File: config.mk
export PLATFORM = sky130hd
export DESIGN_NAME = spin_sweep_ctrl
export DESIGN_NICKNAME = d
export VERILOG_FILES = /design/src/rtl/spin_sweep_ctrl.sv
export SDC_FILE = /design/constraint.sdc
export NUM_CORES = 1
export LEC_CHECK = 0
export BUFFER_PORTS_ARGS = -buffer_cell sky130_fd_sc_hd__buf_2
export CORE_UTILIZATION = 53
export CTS_CLUSTER_SIZE = 25
export DETAILED_ROUTE_END_ITERATION = 8
export PLACE_DENSITY = 0.74
export SYNTH_ARGS = -nofsm -noshare
export SYNTH_HDL_FRONTEND = slang
export SYNTH_SLANG_ARGS = --single-unit
File: constraint.sdc
create_clock -name clk -period 5 [get_ports clk]
set_input_delay 0.75 -clock clk [delete_from_list [all_inputs] [get_ports clk]]
set_output_delay 0.75 -clock clk [all_outputs]
set_load 0.02 [all_outputs]
File: src/rtl/spin_sweep_ctrl.sv
// Metropolis sweep controller for an 8x8 toroidal Ising lattice driving an external acceptance LUT.
// Each site takes 3 cycles (CALC, EVAL, UPDATE); an N-sweep run is 192*N cycles from CALC entry to DONE.
module spin_sweep_ctrl #(
  parameter logic [11:0] LFSR_SEED = 12'hACE
) (
  input  logic        clk,
  input  logic        rst_n,
  input  logic        start,
  input  logic [7:0]  n_sweeps,
  output logic [4:0]  dE,
  output logic [11:0] random,
  output logic        enable,
  input  logic        result,
  output logic        busy,
  output logic        done,
  output logic [15:0] flip_count,
  input  logic [5:0]  rd_addr,
  output logic        rd_spin
);

  typedef enum logic [2:0] {IDLE, CALC, EVAL, UPDATE, DONE} state_t;

  state_t      state_q;
  logic [63:0] spin_q;
  logic [11:0] lfsr_q;
  logic [5:0]  site_q;
  logic [7:0]  sweep_q;
  logic        res_q;
  logic [15:0] flips_q;
  logic [4:0]  de_q;
  logic [11:0] rnd_q;
  logic        en_q;
  logic        busy_q;
  logic        done_q;

  logic [2:0]  row, col, row_up, row_dn, col_lt, col_rt;
  logic [2:0]  nb_cnt;
  logic [4:0]  nb_sum;
  logic [4:0]  de_d;
  logic [11:0] lfsr_d;

  assign row    = site_q[5:3];
  assign col    = site_q[2:0];
  assign row_up = row - 3'd1;
  assign row_dn = row + 3'd1;
  assign col_lt = col - 3'd1;
  assign col_rt = col + 3'd1;

  // Neighbour sum in +/-1 terms is 2*(number of up spins) - 4.
  assign nb_cnt = {2'b00, spin_q[{row_up, col}]} + {2'b00, spin_q[{row_dn, col}]}
                + {2'b00, spin_q[{row, col_lt}]} + {2'b00, spin_q[{row, col_rt}]};
  assign nb_sum = {1'b0, nb_cnt, 1'b0} - 5'd4;
  assign de_d   = spin_q[site_q] ? nb_sum : (5'd0 - nb_sum);

  // x^12 + x^11 + x^10 + x^4 + 1, feedback enters at the LSB.
  assign lfsr_d = {lfsr_q[10:0], lfsr_q[11] ^ lfsr_q[10] ^ lfsr_q[9] ^ lfsr_q[3]};

  always_ff @(posedge clk or negedge rst_n) begin
    if (!rst_n) begin
      state_q <= IDLE;
      spin_q  <= '1;
      lfsr_q  <= LFSR_SEED;
      site_q  <= '0;
      sweep_q <= '0;
      res_q   <= 1'b0;
      flips_q <= '0;
      de_q    <= '0;
      rnd_q   <= '0;
      en_q    <= 1'b0;
      busy_q  <= 1'b0;
      done_q  <= 1'b0;
    end else begin
      case (state_q)
        IDLE: begin
          if (start) begin
            busy_q <= 1'b1;
            if (n_sweeps != 8'd0) begin
              site_q  <= '0;
              sweep_q <= n_sweeps;
              state_q <= CALC;
            end else begin
              done_q  <= 1'b1;
              state_q <= DONE;
            end
          end
        end
        CALC: begin
          de_q    <= de_d;
          rnd_q   <= lfsr_q;
          en_q    <= 1'b1;
          state_q <= EVAL;
        end
        EVAL: begin
          res_q   <= result;
          en_q    <= 1'b0;
          state_q <= UPDATE;
        end
        UPDATE: begin
          if (res_q) begin
            spin_q[site_q] <= ~spin_q[site_q];
            flips_q        <= flips_q + 16'd1;
          end
          lfsr_q  <= lfsr_d;
          site_q  <= site_q + 6'd1;
          state_q <= CALC;
          if (site_q == 6'd63) begin
            sweep_q <= sweep_q - 8'd1;
            if (sweep_q == 8'd1) begin
              done_q  <= 1'b1;
              state_q <= DONE;
            end
          end
        end
        DONE: begin
          done_q  <= 1'b0;
          busy_q  <= 1'b0;
          state_q <= IDLE;
        end
        default: state_q <= IDLE;
      endcase
    end
  end

  assign dE         = de_q;
  assign random     = rnd_q;
  assign enable     = en_q;
  assign busy       = busy_q;
  assign done       = done_q;
  assign flip_count = flips_q;
  assign rd_spin    = spin_q[rd_addr];

endmodule

==> results.cfg <==
[outcome]
status = complete, no violations

[critical_path]
r2r_start = site_q[0]$_DFFE_PN0P_
critPathMaxFanout = 6
r2r_slack_ns = 0.88
worst_ep_arrival_time_ns = 4.43
start_kind = flip-flop
endpoint_kind = flip-flop
startpoint = site_q[0]$_DFFE_PN0P_
path_class = reg -> reg
crit_required_ns = 5.31

[route]
drt_iter0_drc = 655
route.detailed.drc = 0
vias_per_cell = 6.500
routed_wl_um = 22180
first_pass_iters = 5
vias = 6546
wl_per_cell_um = 22.03
antenna_left = 0

[yosys]
synth_cells = 755
synth_area_um2 = 8472
synth_ff_type = dfstp_2
postSynthAreaPerCell_um2 = 11.22
synth_cell_types = 68
synthTopCellsByArea = dfstp_2 22%, dfrtp_1 17%, mux4_2 15%
yosysTopAreaCell = dfstp_2
synth_top_area_share = 0.2202
synth_edf_count = 0
yosysSeqAreaShare = 0.3886
yosysWarnings = 0
async_reset_ff_frac = 1.000
ys_seq_elements = 128
synth.net_count = 784

[power]
power_leakage_nw = 3.950
power_per_cell_area_nw_per_um2 = 548.5
ir_drop_mv = 0.3929

[placed_design]
place_area_um2 = 8801
placedCellCount = 974
place_congestion = 0.9802
place_hpwl_um = 15090
portBuffers = 53
pre_cts_ws_ns = 0.9208

[sta]
finalHoldViolations = 0
slew_viol_final = 0
fin_setup_tns_ns = 0
rsz0062_at_grt = false
worstMarginPinSlew_ns = 1.058
slew_headroom = 0.2908
max_freq_mhz = 242.6
final.setup_skew_ns = 0.01052
final.setup.worst_slack_ns = 0.8783
fin_crit_ns = 4.122
fin_crit_sh = 0.8243
setup_violations = 0

[floorplan]
row_count = 45
die_h_um = 128.4
initial_core_util = 0.5491
core_area_um2 = 15430
die_width_um = 128.4
io_pins = 55
design.die.area_um2 = 16490

[global_routing]
overflow = 0
track_usage = 0.2855
grt_first_pass_wirelength_um = 35560
antenna_found_initial = 1
grt_max_degree = 59
grt_pass1_vias = 6538

[layout]
nets = 811
multi_input_area_um2 = 4807
final_area_um2 = 9427
regArea_um2 = 3293
utilization = 0.6110
area_growth_pct = 11.27
fillCellCount = 1247
instances_no_fill = 1007
drive_above_1_share = 0.3874

[cts]
cts_resized = 0
cts_hold_buffers = 0
cts_max_path_buffers = 2
numClockSinks = 128
h-tree-depth = 4
cts_setup_buffers = 0
clk_pin_slew_worst_paths_ns = 0.06
numCtsBuffers = 17
insertion_delay_ns = 0.43
cts-root-buf = clkbuf_16
cts_tree = built

[job]
maxCapViolations = 0

[hold_path]
hold_class = in -> async
==> area by class of cell <==
class                   count  area share
inverters                  13    0.005177
diodes                      1   0.0002655
repair buffers             69     0.04115
flip-flops and latches    128      0.3493
well taps                 211     0.02801
multi-input cells         553      0.5100
clock inverters            12     0.01659
clock buffers              20     0.04951
==> kinds of logic (layout without fill, tap and decap cells) <==
kind of cell    count (synthesis)  count (layout)  synth area share
simple gates                  241             241            0.1294
compound gates                153             153            0.1573
flops                         128             128            0.3886
mux                           121             121            0.2329
buf+inv                        74             114           0.04652
xor+xnor                       26              26           0.02688
fa+ha+maj                      11              11           0.01802
other cells                     1               2         0.0004426
==> Yosys cell counts (6+ instances only) <==
cell	n
mux4_2	55
xnor2_1	20
clkbuf_1	29
dfrtp_1	57
nand2_1	135
inv_1	11
dfstp_2	71
nand4_1	7
o41ai_2	39
buf_2	11
o21ai_0	59
and2_1	6
ha_1	9
a21oi_1	16
buf_6	9
mux2i_1	31
xor2_1	6
buf_4	6
nand3_1	18
and3_1	9
nor3_1	12
mux2_2	30
nor2_1	30
==> registers in the layout (all words and copies together), names as in the netlist <==
register,count
lfsr_q,12
done,1
busy,1
flip_count,16
random,12
state_q,3
site_q,6
dE,3
enable,1
sweep_q,8
res_q,1
spin_q,64
==> report_power, final <==
group / leakage [nW] / internal [W] / switching, W
clock network: 0.295 / 0.000825 / 0.000482
logic: 2.18 / 0.000918 / 0.00147
registers: 1.48 / 0.00126 / 0.000217
==> cells in the final DEF, fill, tap and decap left out, drive strengths merged, types with 5 or more instances in the layout <==
| cell type | n |
|---|---|
| dfstp | 71 |
| o21ai | 61 |
| and3 | 9 |
| mux2 | 33 |
| mux2i | 31 |
| clkbuf | 20 |
| mux4 | 57 |
| ha | 9 |
| nor3 | 12 |
| dfrtp | 57 |
| nand4 | 8 |
| o41ai | 41 |
| buf | 69 |
| a21oi | 17 |
| inv | 14 |
| xor2 | 6 |
| nor2 | 31 |
| xnor2 | 20 |
| nor2b | 5 |
| nand2 | 135 |
| and2 | 6 |
| nand3 | 18 |
==> stage by stage <==
step	total power, W	hold WS, ns
finish	0.005170	0.2611
global placement	0.003750	0.4548
detailed placement	0.003852	0.4569
global route	0.005456	0.2800
CTS	0.005176	0.2521
floorplan	0.003373	0.4420
==> routing by layer <==
layer,up-vias,global-route usage,part of all wire
met1,3299,0.3782,0.42
met3,54,0.06902,0.078
met2,308,0.4464,0.48
met5,-,0,0
li1,2885,-,-
met4,0,0.1308,0.030
==> path summary, 6_finish.rpt <==
kind	end	cells after the start
min in group clk	lfsr_q[7]$_DFFE_PN1P_	2
hold reg to reg	lfsr_q[7]$_DFFE_PN1P_	2
setup reg to reg	dE[2]$_DFFE_PN0P_	13
max in group asynchronous	site_q[0]$_DFFE_PN0P_	2
setup / recovery	dE[2]$_DFFE_PN0P_	13
hold / removal	flip_count[6]$_DFFE_PN0P_	1
==> worst max-delay path: stages (launching register included) <==
cell     delay, ns
dfrtp_2       0.44
ha_1          0.27
xor2_1        0.33
mux4_2        0.35
mux2_2        0.27
a21oi_1       0.19
o22ai_1       0.10
nor4_1        0.39
fa_1          0.47
inv_1         0.08
ha_1          0.26
fa_1          0.54
nand3_1       0.07
a31o_2        0.25
Note: power is estimated with default switching activity, not from simulation.
